File: config.mk
export PLATFORM = sky130hd
export DESIGN_NAME = music_sequencer
export DESIGN_NICKNAME = d
export VERILOG_FILES = /design/src/rtl/music_pkg.sv /design/src/rtl/melody_rom.sv /design/src/rtl/music_sequencer.sv
export SDC_FILE = /design/constraint.sdc
export NUM_CORES = 1
export LEC_CHECK = 0
export ABC_AREA = 1
export ABC_CLOCK_PERIOD_IN_PS = 4710
export CELL_PAD_IN_SITES_DETAIL_PLACEMENT = 1
export CELL_PAD_IN_SITES_GLOBAL_PLACEMENT = 1
export CORE_MARGIN = 3
export CORE_UTILIZATION = 47
export DETAILED_ROUTE_END_ITERATION = 10
export MAX_ROUTING_LAYER = met4
export PLACE_DENSITY = 0.83
export SYNTH_ARGS = -nofsm -noshare
export SYNTH_HDL_FRONTEND = slang
export SYNTH_SLANG_ARGS = --single-unit
File: constraint.sdc
create_clock -name clk -period 4.71 [get_ports clk]
set_input_delay 0.942 -clock clk [delete_from_list [all_inputs] [get_ports clk]]
set_output_delay 0.942 -clock clk [all_outputs]
set_load 0.05 [all_outputs]
File: src/rtl/music_pkg.sv
// Shared constants for the melody sequencer: note-entry layout, flag bits,
// FSM state codes and the default melody table.
package music_pkg;

    localparam int FLAG_W        = 4;
    localparam int FLAG_OCT_DOWN = 0;
    localparam int FLAG_OCT_UP   = 1;
    localparam int FLAG_TREMOLO  = 2;
    localparam int FLAG_LED      = 3;

    localparam int DEF_NUM_NOTES = 16;
    localparam int DEF_DIV_W     = 12;
    localparam int DEF_DUR_W     = 8;
    localparam int DEF_ENTRY_W   = FLAG_W + DEF_DUR_W + DEF_DIV_W;

    // Entry layout, LSB first: div, then dur, then flags.
    localparam int DIV_OFS = 0;

    typedef logic [1:0] state_t;
    localparam logic [1:0] ST_IDLE = 2'd0;
    localparam logic [1:0] ST_LOAD = 2'd1;
    localparam logic [1:0] ST_PLAY = 2'd2;
    localparam logic [1:0] ST_GAP  = 2'd3;

    function automatic logic [DEF_ENTRY_W-1:0] mk_note(input logic [FLAG_W-1:0]    flags,
                                                       input logic [DEF_DUR_W-1:0] dur,
                                                       input logic [DEF_DIV_W-1:0] div);
        return {flags, dur, div};
    endfunction

    // Entry 15 first so that entry 0 lands in the low bits.
    localparam logic [DEF_NUM_NOTES*DEF_ENTRY_W-1:0] DEFAULT_MELODY = {
        mk_note(4'b1000, 8'd16, 12'd0),
        mk_note(4'b0000, 8'd8,  12'd956),
        mk_note(4'b0001, 8'd8,  12'd1073),
        mk_note(4'b0000, 8'd8,  12'd1204),
        mk_note(4'b0100, 8'd8,  12'd1276),
        mk_note(4'b0000, 8'd8,  12'd1432),
        mk_note(4'b0010, 8'd8,  12'd1607),
        mk_note(4'b1000, 8'd8,  12'd1804),
        mk_note(4'b0000, 8'd4,  12'd0),
        mk_note(4'b1100, 8'd8,  12'd1804),
        mk_note(4'b0000, 8'd8,  12'd1607),
        mk_note(4'b0000, 8'd8,  12'd1432),
        mk_note(4'b0100, 8'd8,  12'd1276),
        mk_note(4'b0000, 8'd8,  12'd1204),
        mk_note(4'b0010, 8'd8,  12'd1073),
        mk_note(4'b1000, 8'd8,  12'd956)
    };

endpackage

File: src/rtl/melody_rom.sv
// Note table with one-cycle registered read, filled from the MELODY parameter.
module melody_rom
    import music_pkg::*;
#(
    parameter int NUM_NOTES = DEF_NUM_NOTES,
    parameter int ENTRY_W   = DEF_ENTRY_W,
    parameter logic [NUM_NOTES*ENTRY_W-1:0] MELODY = DEFAULT_MELODY
) (
    input  logic                         clk,
    input  logic [$clog2(NUM_NOTES)-1:0] addr,
    output logic [ENTRY_W-1:0]           data
);

    logic [ENTRY_W-1:0] rom_mem [NUM_NOTES];

    generate
        for (genvar gi = 0; gi < NUM_NOTES; gi++) begin : g_entry
            assign rom_mem[gi] = MELODY[gi*ENTRY_W +: ENTRY_W];
        end
    endgenerate

    always_ff @(posedge clk) begin
        data <= rom_mem[addr];
    end

endmodule

File: src/rtl/music_sequencer.sv
// Melody sequencer: walks the note table, generating tone and tremolo clocks
// plus per-note feature enables for the music-feature stage.
module music_sequencer
    import music_pkg::*;
#(
    parameter int NUM_NOTES  = DEF_NUM_NOTES,
    parameter int DIV_W      = DEF_DIV_W,
    parameter int DUR_W      = DEF_DUR_W,
    parameter int TICK_DIV   = 1000,
    parameter int GAP_CYCLES = 64,
    parameter int TREM_DIV   = 4096,
    parameter logic [NUM_NOTES*(FLAG_W+DUR_W+DIV_W)-1:0] MELODY = DEFAULT_MELODY
) (
    input  logic                         clk,
    input  logic                         rst_n,
    input  logic                         start,
    input  logic                         stop,
    input  logic                         loop_en,
    output logic                         busy,
    output logic                         done,
    output logic [$clog2(NUM_NOTES)-1:0] note_idx,
    output logic                         tone_clk,
    output logic                         trem_clk,
    output logic                         octave_dena,
    output logic                         octave_uena,
    output logic                         tremolo_ena,
    output logic                         led_ena
);

    localparam int ENTRY_W = FLAG_W + DUR_W + DIV_W;
    localparam int IDX_W   = $clog2(NUM_NOTES);
    localparam int TICK_W  = (TICK_DIV   > 1) ? $clog2(TICK_DIV)   : 1;
    localparam int GAP_W   = (GAP_CYCLES > 1) ? $clog2(GAP_CYCLES) : 1;
    localparam int TREM_W  = (TREM_DIV   > 1) ? $clog2(TREM_DIV)   : 1;

    localparam logic [IDX_W-1:0]  IDX_LAST  = IDX_W'(NUM_NOTES - 1);
    localparam logic [TICK_W-1:0] TICK_LAST = TICK_W'(TICK_DIV - 1);
    localparam logic [GAP_W-1:0]  GAP_LAST  = GAP_W'(GAP_CYCLES - 1);
    localparam logic [TREM_W-1:0] TREM_LAST = TREM_W'(TREM_DIV - 1);

    state_t             state, state_next;
    logic [ENTRY_W-1:0] rom_data;
    logic [IDX_W-1:0]   rom_addr, next_idx;
    logic [DIV_W-1:0]   div_reg, tone_cnt;
    logic [DUR_W-1:0]   dur_reg, dur_cnt;
    logic [TICK_W-1:0]  tick_cnt;
    logic [GAP_W-1:0]   gap_cnt;
    logic [TREM_W-1:0]  trem_cnt;
    logic [FLAG_W-1:0]  rom_flags;
    logic [DUR_W-1:0]   rom_dur;
    logic               tick_last, play_last, gap_last, last_note, finish;

    assign busy      = (state != ST_IDLE);
    assign rom_flags = rom_data[DIV_W+DUR_W +: FLAG_W];
    assign rom_dur   = rom_data[DIV_W +: DUR_W];

    always_comb begin
        tick_last  = (tick_cnt == TICK_LAST);
        play_last  = tick_last && ((dur_cnt + DUR_W'(1)) == dur_reg);
        gap_last   = (gap_cnt == GAP_LAST);
        last_note  = (note_idx == IDX_LAST);
        next_idx   = last_note ? '0 : note_idx + IDX_W'(1);
        finish     = (state == ST_GAP) && gap_last && last_note && !loop_en && !stop;
        state_next = state;
        case (state)
            ST_IDLE: if (start) state_next = ST_LOAD;
            ST_LOAD: state_next = ST_PLAY;
            ST_PLAY: if (play_last) state_next = ST_GAP;
            ST_GAP:  if (gap_last) state_next = (last_note && !loop_en) ? ST_IDLE : ST_LOAD;
            default: state_next = ST_IDLE;
        endcase
        if (stop) state_next = ST_IDLE;
        // Address the entry about to be loaded so the data is ready during LOAD.
        rom_addr = (state == ST_GAP) ? next_idx : ((state == ST_IDLE) ? '0 : note_idx);
    end

    melody_rom #(
        .NUM_NOTES (NUM_NOTES),
        .ENTRY_W   (ENTRY_W),
        .MELODY    (MELODY)
    ) u_rom (
        .clk  (clk),
        .addr (rom_addr),
        .data (rom_data)
    );

    always_ff @(posedge clk or negedge rst_n) begin
        if (!rst_n) begin
            state       <= ST_IDLE;
            done        <= 1'b0;
            note_idx    <= '0;
            tone_clk    <= 1'b0;
            octave_dena <= 1'b0;
            octave_uena <= 1'b0;
            tremolo_ena <= 1'b0;
            led_ena     <= 1'b0;
            div_reg     <= '0;
            dur_reg     <= '0;
            tone_cnt    <= '0;
            dur_cnt     <= '0;
            tick_cnt    <= '0;
            gap_cnt     <= '0;
        end else begin
            state <= state_next;
            done  <= 1'b0;
            if (state_next == ST_IDLE) begin
                done        <= finish;
                note_idx    <= '0;
                tone_clk    <= 1'b0;
                octave_dena <= 1'b0;
                octave_uena <= 1'b0;
                tremolo_ena <= 1'b0;
                led_ena     <= 1'b0;
                tone_cnt    <= '0;
                dur_cnt     <= '0;
                tick_cnt    <= '0;
                gap_cnt     <= '0;
            end else begin
                case (state)
                    ST_IDLE: note_idx <= '0;
                    ST_LOAD: begin
                        div_reg     <= rom_data[DIV_OFS +: DIV_W];
                        dur_reg     <= (rom_dur == '0) ? DUR_W'(1) : rom_dur;
                        tone_cnt    <= '0;
                        dur_cnt     <= '0;
                        tick_cnt    <= '0;
                        tone_clk    <= 1'b0;
                        octave_dena <= rom_flags[FLAG_OCT_DOWN];
                        // oct_down takes precedence when both octave flags are set.
                        octave_uena <= rom_flags[FLAG_OCT_UP] & ~rom_flags[FLAG_OCT_DOWN];
                        tremolo_ena <= rom_flags[FLAG_TREMOLO];
                        led_ena     <= rom_flags[FLAG_LED];
                    end
                    ST_PLAY: begin
                        if (div_reg != '0) begin
                            if (tone_cnt == div_reg - DIV_W'(1)) begin
                                tone_cnt <= '0;
                                tone_clk <= ~tone_clk;
                            end else begin
                                tone_cnt <= tone_cnt + DIV_W'(1);
                            end
                        end
                        if (tick_last) begin
                            tick_cnt <= '0;
                            dur_cnt  <= dur_cnt + DUR_W'(1);
                        end else begin
                            tick_cnt <= tick_cnt + TICK_W'(1);
                        end
                        if (play_last) begin
                            tone_clk    <= 1'b0;
                            octave_dena <= 1'b0;
                            octave_uena <= 1'b0;
                            tremolo_ena <= 1'b0;
                            led_ena     <= 1'b0;
                            gap_cnt     <= '0;
                        end
                    end
                    ST_GAP: begin
                        if (gap_last) begin
                            note_idx <= next_idx;
                            gap_cnt  <= '0;
                        end else begin
                            gap_cnt <= gap_cnt + GAP_W'(1);
                        end
                    end
                    default: ;
                endcase
            end
        end
    end

    // Tremolo divider runs only while busy and restarts from zero on every start.
    always_ff @(posedge clk or negedge rst_n) begin
        if (!rst_n) begin
            trem_cnt <= '0;
            trem_clk <= 1'b0;
        end else if (state == ST_IDLE || state_next == ST_IDLE) begin
            trem_cnt <= '0;
            trem_clk <= 1'b0;
        end else if (trem_cnt == TREM_LAST) begin
            trem_cnt <= '0;
            trem_clk <= ~trem_clk;
        end else begin
            trem_cnt <= trem_cnt + TREM_W'(1);
        end
    end

endmodule

=== Yosys cells after proc, flatten, opt, wreduce, memory -nomap -nowiden ===
Memories as Yosys holds them, arrays and structs flattened. A register that Yosys moved wholly into a read port is not among the register bits.
Cells that the tools add are included.

* Output and inout bits: 12
* Bits in read-only memories: 384
* Flip-flop bits (word level): 81
* Memories kept: 1
* Logic and storage cells: 116
* Input port bits: 5

* Equal/unequal tests: 15
* Reductions and logical operators: 25
* Bitwise operators: 6
* Multiplexer cells: 46
* $add $sub $neg: 7

{| class="wikitable"
|+ Memories
! name !! words !! width !! rd ports !! clocked after memory_dff !! wr ports !! line !! RTL
|-
| (no name shown) || 16 || 24 || 1 || 1 || 0 || melody_rom.sv:23 || <nowiki>data <= rom_mem[addr];</nowiki>
|}

{| class="wikitable"
|+ Operator list
! cell !! number
|-
| 12-bit 2-to-1 mux || 5
|-
| 12-bit by 1-bit adder with 12-bit output, second input constant || 2
|-
| 8-bit 2-to-1 mux || 3
|-
| 12-bit case mux with 2 select lines || 1
|-
| 10-bit 2-to-1 mux || 2
|-
| 4-bit 2-to-1 mux || 5
|-
| 10-bit case mux with 2 select lines || 1
|-
| 6-bit 2-to-1 mux || 3
|-
| 8-bit case mux with 2 select lines || 1
|-
| 1-bit 2-to-1 mux || 13
|-
| 12-bit equality test || 1
|-
| 12-bit equality test, second input constant || 1
|-
| 6-bit case mux with 2 select lines || 1
|-
| 2-bit AND reduction || 6
|-
| 12-bit nonzero test || 1
|-
| 12-bit by 1-bit subtractor with 12-bit output, second input constant || 1
|-
| 10-bit by 1-bit adder with 10-bit output, second input constant || 1
|-
| 10-bit equality test, second input constant || 1
|-
| 1-bit case mux with 2 select lines || 5
|-
| 3-bit != test, second input constant || 3
|-
| 3-bit nonzero test || 3
|-
| 8-bit by 1-bit adder with 8-bit output, second input constant || 1
|-
| 8-bit equality test || 1
|-
| 8-bit logical NOT || 1
|-
| 20 further kinds || 36
|}

=== Logic depth before layout (Yosys ltp) ===
Gate-level depths: netlist of the first run.

* Word-level depth: 9
* Depth in mapped cells: 19

=== By module ===
Synthesis of the first run repeated with hierarchy kept, for this count alone.

* Cell total of the unflattened synthesis: 809
* Area total of the unflattened synthesis: 5989.5 µm²

{| class="wikitable"
|+ By module, submodules not included
! module !! sequential area each (µm²) !! area each (µm²) !! cells an instance !! instances
|-
| music_sequencer || 2026.9 || 5202.5 || 713 || 1
|-
| melody_rom || 360.3 || 787.0 || 96 || 1
|}

=== Worst setup path after synthesis of the first run ===
OpenSTA, ideal clock, no wires.

* Path type: register to register
* From: register note_idx[0]
* To: register u_rom.data[2]
* Stages on the path, launching flop included: 15
* Required time: 4597 ps
* Setup slack: 2312 ps
* Data arrival time: 2285 ps
* Library setup time: 113 ps
* Buffers on the path: 0
* Path through: dfrtp_1 ha_1 nand2_1 nor2_1 inv_1 nand2_1 inv_1 nand2_1 o21ai_0 inv_1 ha_1 o21ai_0 o21ai_0 nand2_1 nand2_1

* Cells in the longest elaborated chain, start to end: 4
* Elaborated cells on any way between the ends: 6
* Those cells by class: 1 x add/sub; 1 x eq/ne; 3 x mux; 1 x bitwise

{| class="wikitable"
|+ RTL lines
! element !! line !! RTL
|-
| start: declaration || music_sequencer.sv:21 || <nowiki>output logic [$clog2(NUM_NOTES)-1:0] note_idx,</nowiki>
|-
| start signal: assignment || music_sequencer.sv:160 || <nowiki>note_idx <= next_idx;</nowiki>
|-
| 4-bit by 1-bit adder with 4-bit output / 4-bit equality test (equally long branches) || music_sequencer.sv:62, music_sequencer.sv:61 ||
|-
| 4-bit 2-to-1 mux || music_sequencer.sv:62 || <nowiki>next_idx = last_note ? '0 : note_idx + IDX_W'(1);</nowiki>
|-
| 4-bit 2-to-1 mux * || music_sequencer.sv:74 || <nowiki>rom_addr = (state == ST_GAP) ? next_idx : ((state == ST_IDLE) ? '0 : note_idx);</nowiki>
|-
| via rom_addr[0] || music_sequencer.sv:43 || <nowiki>logic [IDX_W-1:0] rom_addr, next_idx;</nowiki>
|-
| 4-bit NOT with 5-bit output (implied by the code) * || melody_rom.sv:23 ||
|-
| end: declaration || melody_rom.sv:11 || <nowiki>output logic [ENTRY_W-1:0] data</nowiki>
|}

The timed path passes the listed nets; every way through them passes the cells marked *.
A chain may end at the register's enable or synchronous reset.

=== Worst setup path in the final report of the first run ===
* From: register tick_cnt[0]
* To: register tone_cnt[2]

* Cells in the longest elaborated chain, start to end: 8
* Elaborated cells on any way between the ends: 10
* Those cells by class: 2 x eq/ne; 4 x mux; 4 x reduce/logical

{| class="wikitable"
|+ RTL lines
! element !! line !! RTL
|-
| start: declaration || music_sequencer.sv:46 || <nowiki>logic [TICK_W-1:0] tick_cnt;</nowiki>
|-
| start signal: assignment || music_sequencer.sv:147 || <nowiki>tick_cnt <= tick_cnt + TICK_W'(1);</nowiki>
|-
| 10-bit equality test * || music_sequencer.sv:58 || <nowiki>tick_last = (tick_cnt == TICK_LAST);</nowiki>
|-
| 1-bit logical AND * || music_sequencer.sv:59 || <nowiki>play_last = tick_last && ((dur_cnt + DUR_W'(1)) == dur_reg);</nowiki>
|-
| 2-bit 2-to-1 mux * || music_sequencer.sv:68 || <nowiki>ST_PLAY: if (play_last) state_next = ST_GAP;</nowiki>
|-
| 2-bit case mux with 4 select lines * || music_sequencer.sv:65 || <nowiki>case (state)</nowiki>
|-
| 2-bit 2-to-1 mux * || music_sequencer.sv:72 || <nowiki>if (stop) state_next = ST_IDLE;</nowiki>
|-
| 2-bit logical NOT * || music_sequencer.sv:106 || <nowiki>if (state_next == ST_IDLE) begin</nowiki>
|-
| 3-bit != test (no line) / 3-bit nonzero test (equally long branches) || n/a ||
|-
| 2-bit AND reduction (no line) || n/a ||
|-
| end signal: assignment || music_sequencer.sv:140 || <nowiki>tone_cnt <= tone_cnt + DIV_W'(1);</nowiki>
|-
| end: declaration || music_sequencer.sv:44 || <nowiki>logic [DIV_W-1:0] div_reg, tone_cnt;</nowiki>
|}

Every way passes the cells marked *; elsewhere a longest branch is shown, timed or not.

==> PnR_summary.wiki, run 1 <==
{| class="wikitable"
! Metric !! Value
|-
| Effective utilization at floorplan || between 40% and 50%
|-
| Post-synth top area share || roughly a third
|-
| Root buffer cell || clkbuf_16
|-
| Y dimension of the die || 113 um
|-
| Number of antenna violations at the first check in global routing || 0
|-
| Setup slack, reg-to-reg || approximately 1200 ps
|-
| Leading post-synthesis cells by instance count || nand2_1 (204), inv_1 (84), nor2_1 (78), dfrtp_1 (76), nand3_1 (61)
|-
| Largest registers in the final layout || u_rom.data x18, tone_cnt x12, trem_cnt x12
|-
| Final-layout worst hold slack || 424 ps
|-
| Clock tree from TritonCTS || yes
|-
| Number of hold-slack violations in the final timing report || 0
|-
| Core Area || 11,000 sq um
|-
| Gate Count Post-Synth || about 740
|-
| Number of distinct standard cells referenced by the synthesized netlist || 39
|-
| Number of buffers added on ports || 16
|-
| Total global routing overflow || 0
|-
| Buffer count from post-CTS setup fixing || 0
|-
| Max Cap Violations || 0
|-
| Top-level port count || 17
|-
| Sum of negative setup slack || 0 ps
|-
| Number of antenna diodes || 0
|-
| Post-layout minimum cycle time || 3510 ps
|-
| R2R Path End || tone_cnt[2]$_DFFE_PN0P_
|-
| Worst reg2reg startpoint || tick_cnt[0]$_DFFE_PN0P_
|-
| Biggest area consumer among synthesized cells || dfrtp_1
|-
| Max clock buf depth || 2
|-
| Layout fillers || approximately 1,400
|-
| Unrepaired setup endpoints after global routing || false
|-
| Post-synthesis share of cell area spent on full adders, half adders and majority gates || about 4.4%
|-
| Maximum number of pins on one net before global-route repair || 77
|-
| Worst EP arrival || 3710 ps
|-
| Number of synthesized flops with an enable pin || 0
|-
| CP required || 4910 ps
|-
| Count of hold-fix buffers inserted at cts || 0
|-
| ANT nets after route || 0
|-
| Tightest Pin Transition || 993 ps
|-
| Global placement routability congestion || 0.879
|-
| Post-synth ARST share || 80.9%
|-
| Worst hold path depth || 2
|-
| Number of synthesized register bits || 94
|-
| DRC violations left || 0
|-
| Count leader, synth || nand2_1
|-
| Number of max-slew violations in the final report || 0
|-
| Final routed wire length divided by cell count || ~16 um
|-
| Main combinational cell family by area after synthesis || simple AND/OR/NAND/NOR gates
|-
| Post-Syn Nets || 759
|-
| Setup Skew || about 9 ps
|-
| Critical Path Source || tick_cnt[0]$_DFFE_PN0P_
|-
| Total vias in the final route || 4,814
|-
| Via-per-instance ratio || between 5 and 6
|-
| Share of final-layout standard cells stronger than drive strength 1 || 5.46%
|-
| Ratio of final minimum period to clock period || 74.5%
|-
| Area grow syn2layout || 10.2%
|-
| Horizontal die dimension || 113 um
|-
| Detailed Route Iter0 Violations || 249
|-
| Final Net Count || 770
|-
| HP Class || reg -> reg
|-
| Critical Setup Path Class || reg -> reg
|-
| Capture point of the worst path || tone_cnt[2]$_DFFE_PN0P_
|-
| Max_slew headroom || 33.8%
|-
| Peak supply drop || 0.000382 V
|-
| Kind of launch point of the worst setup path || flip-flop
|-
| Ranking of synthesized cells by area || dfrtp_1 (35%), nand2_1 (14%), dfxtp_1 (6.7%)
|-
| Skew-Pair Late Insertion Delay || 350 ps
|-
| Sequential cell area fraction in the yosys report || 41.8%
|-
| Total of endpoints with negative setup slack in the final report || 0
|-
| Global router's overall resource usage || around a quarter
|-
| Post-Place Worst Slack || 1160 ps
|-
| Max reg flops || 18
|-
| Reg clk slew, reported paths || 70 ps
|-
| Number of buffers inserted during clock tree synthesis || 9
|-
| Mapped cell area || between 5000 and 6000 sq um
|-
| Crit-path max FO || 49
|-
| Timing-limited maximum frequency || roughly 290 MHz
|-
| Crit end category || flip-flop
|-
| Flip-flop cell with the highest count after synthesis || dfrtp_1
|-
| Multiplexer share of the synthesized area || 0.185%
|-
| PwrDens || 494 nW/um^2
|-
| Register name with the most flops || u_rom.data
|-
| Leakage power || about 2.8 nW
|-
| Synthesized-area fraction occupied by ao, oa, aoi and oai cells || 7.81%
|-
| Number of global-route vias before repair || between 5,000 and 6,000
|-
| H-tree depth || 3
|-
| Worst-case reg-to-reg path depth || 16
|-
| Footprint of the multi-input gates || 2730 sq um
|-
| Synthesis Warnings || 0
|-
| Area taken by flip-flops and latches || 2260 sq um
|-
| Post-synthesis share of cell area spent on and, or, nand and nor gates || 33.9%
|-
| Number of clock sinks || 94
|-
| Run status || complete, no violations
|-
| Global-route wire length before repair || 25,000 um
|-
| Synthesized area divided by synthesized cell count || between 7 and 8 sq um
|-
| Number of iterations in the first detailed-routing pass || 4
|-
| Total length of routed wires || around 14,000 um
|-
| Crit path setup slack, layout || 1200 ps
|-
| Standard-cell rows || 38
|-
| Resized cells post-CTS || 0
|-
| XOR/XNOR Fraction of Synth Area || 4.04%
|-
| Total Die Area || 12,900 sq um
|-
| Detailed placer's ending HPWL || 10,300 um
|}
-- cells by family (layout without fill, tap and decap cells) --
| logic type | Yosys count | after routing |
|---|---|---|
| xor gates and xnor gates | 25 | 25 |
| AOI/OAI and AO/OA | 76 | 76 |
| adders and majority gates | 19 | 19 |
| and+or+nand+nor | 415 | 415 |
| muxes | 1 | 1 |
| buffers and inverters | 105 | 121 |
| DFF | 94 | 94 |
-- routing by layer --
metal  share of wire [%]  routed length (um)  global-route usage [%]  vias to the layer above
met5                   0                   0                       -                        -
met3                 2.3                 333                    4.06                       17
met2                  51                7180                    41.5                       52
li1                    -                   -                       -                     2406
met1                  46                6520                    30.6                     2339
met4                 1.1                 161                    6.49                        0
-- critical path: stages, from the launching register on --
cell	delay, ps
dfrtp_1	400
ha_1	220
nand2_1	100
nor2_1	100
nand2_1	90
nor2_4	310
nand3_1	120
nor2_1	120
nand3_1	150
nand2_1	90
nand2_1	50
nand2_1	80
nand2_2	90
nand2_4	460
nand2_1	580
nand3_1	260
o21ai_0	100
-- per-stage QoR --
stage / instance area [sq um] / util (%) / instances / power, mW
6_report: 5970 / 54.1 / 891 / 2.95
3_3_place_gp: 5660 / 51.3 / 875 / 2.15
5_1_grt: 5970 / 54.1 / 891 / 3.18
2_1_floorplan: 5420 / - / 735 / 1.90
4_1_cts: 5970 / 54.1 / 891 / 2.98
3_5_place_dp: 5660 / 51.3 / 875 / 2.21
-- layout make-up --
cell class	instances	area share (%)
inverter	88	5.53
clock inverter	6	1.17
multi-input combinational	536	45.7
tap	140	2.94
timing repair buffer	17	2.77
clock buffer	10	4.00
sequential	94	37.9
-- how the worst min path moves through the flow --
stage / from / end / slack, ps
2_1_floorplan: u_rom.data[2]$_DFF_P_ / div_reg[2]$_DFFE_PN0P_ / 400
3_3_place_gp: u_rom.data[9]$_DFF_P_ / div_reg[9]$_DFFE_PN0P_ / 410
3_5_place_dp: u_rom.data[6]$_DFF_P_ / div_reg[6]$_DFFE_PN0P_ / 410
4_1_cts: u_rom.data[9]$_DFF_P_ / div_reg[9]$_DFFE_PN0P_ / 430
5_1_grt: u_rom.data[9]$_DFF_P_ / div_reg[9]$_DFFE_PN0P_ / 450
6_report: u_rom.data[9]$_DFF_P_ / div_reg[9]$_DFFE_PN0P_ / 420
-- report_power, final --
part           switching, mW  internal [mW]  total (mW)
Combinational          0.904          0.294        1.20
Sequential            0.0906          0.907       0.997
Clock                  0.325          0.429       0.754
-- cells in the final DEF, fill, tap and decap left out, types with 3 or more instances in the layout --
cell / n
clkbuf_16: 9
a21oi_1: 17
o21ai_1: 10
nand2_1: 204
nand2_2: 6
nor4_1: 3
nand3b_1: 7
dfxtp_1: 18
xor2_1: 18
dfrtp_1: 76
clkdlybuf4s50_1: 15
nor2_1: 78
o2111ai_1: 8
inv_1: 84
nor3_1: 17
ha_1: 19
xnor2_1: 7
o21ai_0: 35
clkinvlp_4: 3
nand4_1: 21
nor2_2: 7
nand3_1: 61
nand3_2: 3
Note: power is estimated with default switching activity, not from simulation.
==> run 2: changes to the inputs <==
- ABC_CLOCK_PERIOD_IN_PS: 4710 -> 3260
- CORE_UTILIZATION: 47 -> 46
- PLACE_DENSITY: 0.83 -> 0.81
- clock period: 4.71 -> 3.26 ns (I/O delays scaled with it)
==> PnR_summary.wiki, run 2 (same netlist as run 1, synthesis figures left out) <==
{| class="wikitable"
! Metric !! Value
|-
| Run status || complete, no violations
|-
| Detailed Route Iter0 Violations || 250 (+0.40%)
|-
| Effective utilization at floorplan || 47.2% (-1.9 points)
|-
| Count of hold-fix buffers inserted at cts || 0 (unchanged)
|-
| Register name with the most flops || u_rom.data
|-
| Layout fillers || 1,450 (+2.0%)
|-
| Skew-Pair Late Insertion Delay || 340 ps (about the same)
|-
| M1 WL || 6720 um (+3.0%)
|-
| Tightest Pin Transition || 999 ps (+5.76 ps)
|-
| Y dimension of the die || 115 um (+1.0%)
|-
| Total vias in the final route || 4,887 (+1.5%)
|-
| ANT nets after route || 0 (unchanged)
|-
| Final Net Count || 777 (+0.91%)
|-
| Reg clk slew, reported paths || 70 ps (about the same)
|-
| Leakage power || 2.87 nW (+1.4%)
|-
| PwrDens || 706 nW/um^2 (+43%)
|-
| H-tree depth || 3 (unchanged)
|-
| Root buffer cell || clkbuf_16
|-
| Most common cell after layout, fill and taps aside || nand2_1
|-
| Kind of launch point of the worst setup path || flip-flop
|-
| Clock tree from TritonCTS || yes
|-
| Cell internal pwr || 2.36 mW (+45%)
|-
| Area taken by flip-flops and latches || 2260 sq um (unchanged)
|-
| Global-route wire length before repair || 24,800 um (-0.96%)
|-
| HP Class || reg -> reg
|-
| CP required || 2610 ps (-2300 ps)
|-
| Footprint of the multi-input gates || 2740 sq um (+0.32%)
|-
| Worst EP arrival || 2260 ps (-1450 ps)
|-
| Critical Setup Path Class || reg -> out
|-
| Standard-cell rows || 39 (+2.6%)
|-
| Via-per-instance ratio || 5.42 (+0.39%)
|-
| Number of buffers added on ports || 16 (unchanged)
|-
| Number of hold-slack violations in the final timing report || 0 (unchanged)
|-
| Number of antenna diodes || 0 (unchanged)
|-
| Post-layout minimum cycle time || between 2000 and 3000 ps
|-
| Max_slew headroom || 33.4% (-0.38 points)
|-
| DRC violations left || 0 (unchanged)
|-
| Total Die Area || 13,100 sq um (+2.1%)
|-
| Number of buffers inserted during clock tree synthesis || 9 (unchanged)
|-
| Sum of negative setup slack || 0 ps (unchanged)
|-
| Share of final-layout standard cells stronger than drive strength 1 || 6.33% (+0.87 points)
|-
| Highest routed layer || met4
|-
| Detailed placer's ending HPWL || 10,500 um (+2.0%)
|-
| Proportion of power drawn by flip-flops and latches || 34.1% (+0.3 points)
|-
| Buffer count from post-CTS setup fixing || 0 (unchanged)
|-
| Crit end category || output port
|-
| Number of global-route vias before repair || 5,029 (-3.6%)
|-
| Global router's overall resource usage || 24.1% (-0.42 points)
|-
| Largest registers in the final layout || u_rom.data x18, tone_cnt x12, trem_cnt x12
|-
| Detailed-routed wire length on met2 || 7130 um (-0.63%)
|-
| Total length of routed wires || 14,300 um (+0.80%)
|-
| Crit-path max FO || 6 (-88%)
|-
| Max reg flops || 18 (unchanged)
|-
| Number of antenna violations at the first check in global routing || 0 (unchanged)
|-
| Timing-limited maximum frequency || 343 MHz
|-
| Total of endpoints with negative setup slack in the final report || 0 (unchanged)
|-
| Horizontal die dimension || 115 um (+1.0%)
|-
| Peak supply drop || 0.000433 V (+13%)
|-
| Switching Fraction || 44.5% (-0.22 points)
|-
| Wire length on met3 || 280 um (-16%)
|-
| Power dissipated by switching net loads || 1.89 mW (+43%)
|-
| Global placement routability congestion || 0.889 (+1.2%)
|-
| Ratio of final minimum period to clock period || 89.4%
|-
| Number of clock sinks || 94 (unchanged)
|-
| Number of max-slew violations in the final report || 0 (unchanged)
|-
| Maximum number of pins on one net before global-route repair || 77 (unchanged)
|-
| Total Power Consumption || 4.25 mW (+44%)
|-
| Max clock buf depth || 2 (unchanged)
|-
| Max Cap Violations || 0 (unchanged)
|-
| Core Area || 11,500 sq um (+4.0%)
|-
| Setup Skew || 5.99 ps (-2.78 ps)
|-
| Final routed wire length divided by cell count || 15.9 um (-0.32%)
|-
| Number of iterations in the first detailed-routing pass || 4 (unchanged)
|-
| Total global routing overflow || 0 (unchanged)
|-
| Part of the power in combinational logic || 41.4% (+0.8 points)
|-
| Clock network fraction of design power || 24.5% (-1.1 points)
|-
| Unrepaired setup endpoints after global routing || false
|-
| Top-level port count || 17 (unchanged)
|-
| Most used cells in the layout excluding fill and tap cells || nand2_1 (204), inv_1 (84), nor2_1 (78)
|-
| Area grow syn2layout || 11.1%
|}
[run 2: final timing paths]
check,start,end,slack [ps],depth (start not counted)
worst max-delay path,state[0]$_DFF_PN0_,busy,350,4
worst min register to register,u_rom.data[2]$_DFF_P_,div_reg[2]$_DFFE_PN0P_,430,2
min in group asynchronous,rst_n,dur_cnt[5]$_DFFE_PN0P_,460,1
max in group asynchronous,rst_n,tremolo_ena$_DFFE_PN0P_,2140,1
worst min-delay path,u_rom.data[2]$_DFF_P_,div_reg[2]$_DFFE_PN0P_,430,2
worst max register to register,dur_cnt[0]$_DFFE_PN0P_,dur_cnt[3]$_DFFE_PN0P_,390,19
[run 2: stage by stage]
stage          utilization, %  cell area [sq um]  hold WS, ps  setup WS [ps]  cells
2_1_floorplan               -               5420          356            862    735
3_3_place_gp             49.8               5720          410            482    885
3_5_place_dp             49.8               5720          417            373    885
4_1_cts                  52.4               6010          430            287    901
5_1_grt                  52.5               6020          457           59.0    901
6_report                 52.5               6020          428            347    901
[run 2: area by class of cell]
cell class                      count  area share, %
Multi-Input combinational cell    536           45.4
Sequential cell                    94           37.6
Inverter                           88           5.49
Clock buffer                       12           4.43
Timing Repair Buffer               24           3.62
Tap cell                          143           2.97
Clock inverter                      4          0.499
[run 2: worst max-delay path: stages, from the launching register on]
cell and delay (ps):
dfrtp_1 450, inv_1 140, ha_1 300, inv_1 180, clkdlybuf4s50_1 840
[run 2: repair_timing]
item,in CTS,in global routing
resized for setup,0,1
hold endpoints to repair,0,0
endpoints found under the setup margin,0,17
[run 2: power groups by stage]
stage / Sequential [mW] / Combinational (mW) / Clock [mW]
6_report: 1.45 / 1.76 / 1.04
4_1_cts: 1.45 / 1.76 / 1.07
5_1_grt: 1.47 / 1.99 / 1.12
3_5_place_dp: 1.47 / 1.73 / 0
2_1_floorplan: 1.45 / 1.30 / 0
3_3_place_gp: 1.46 / 1.67 / 0
[run 2: metal layers]
metal	up-vias	GRT usage, %
li1	2415	-
met1	2403	30.2
met2	54	41.5
met3	15	2.75
met4	0	6.33
met5	-	-
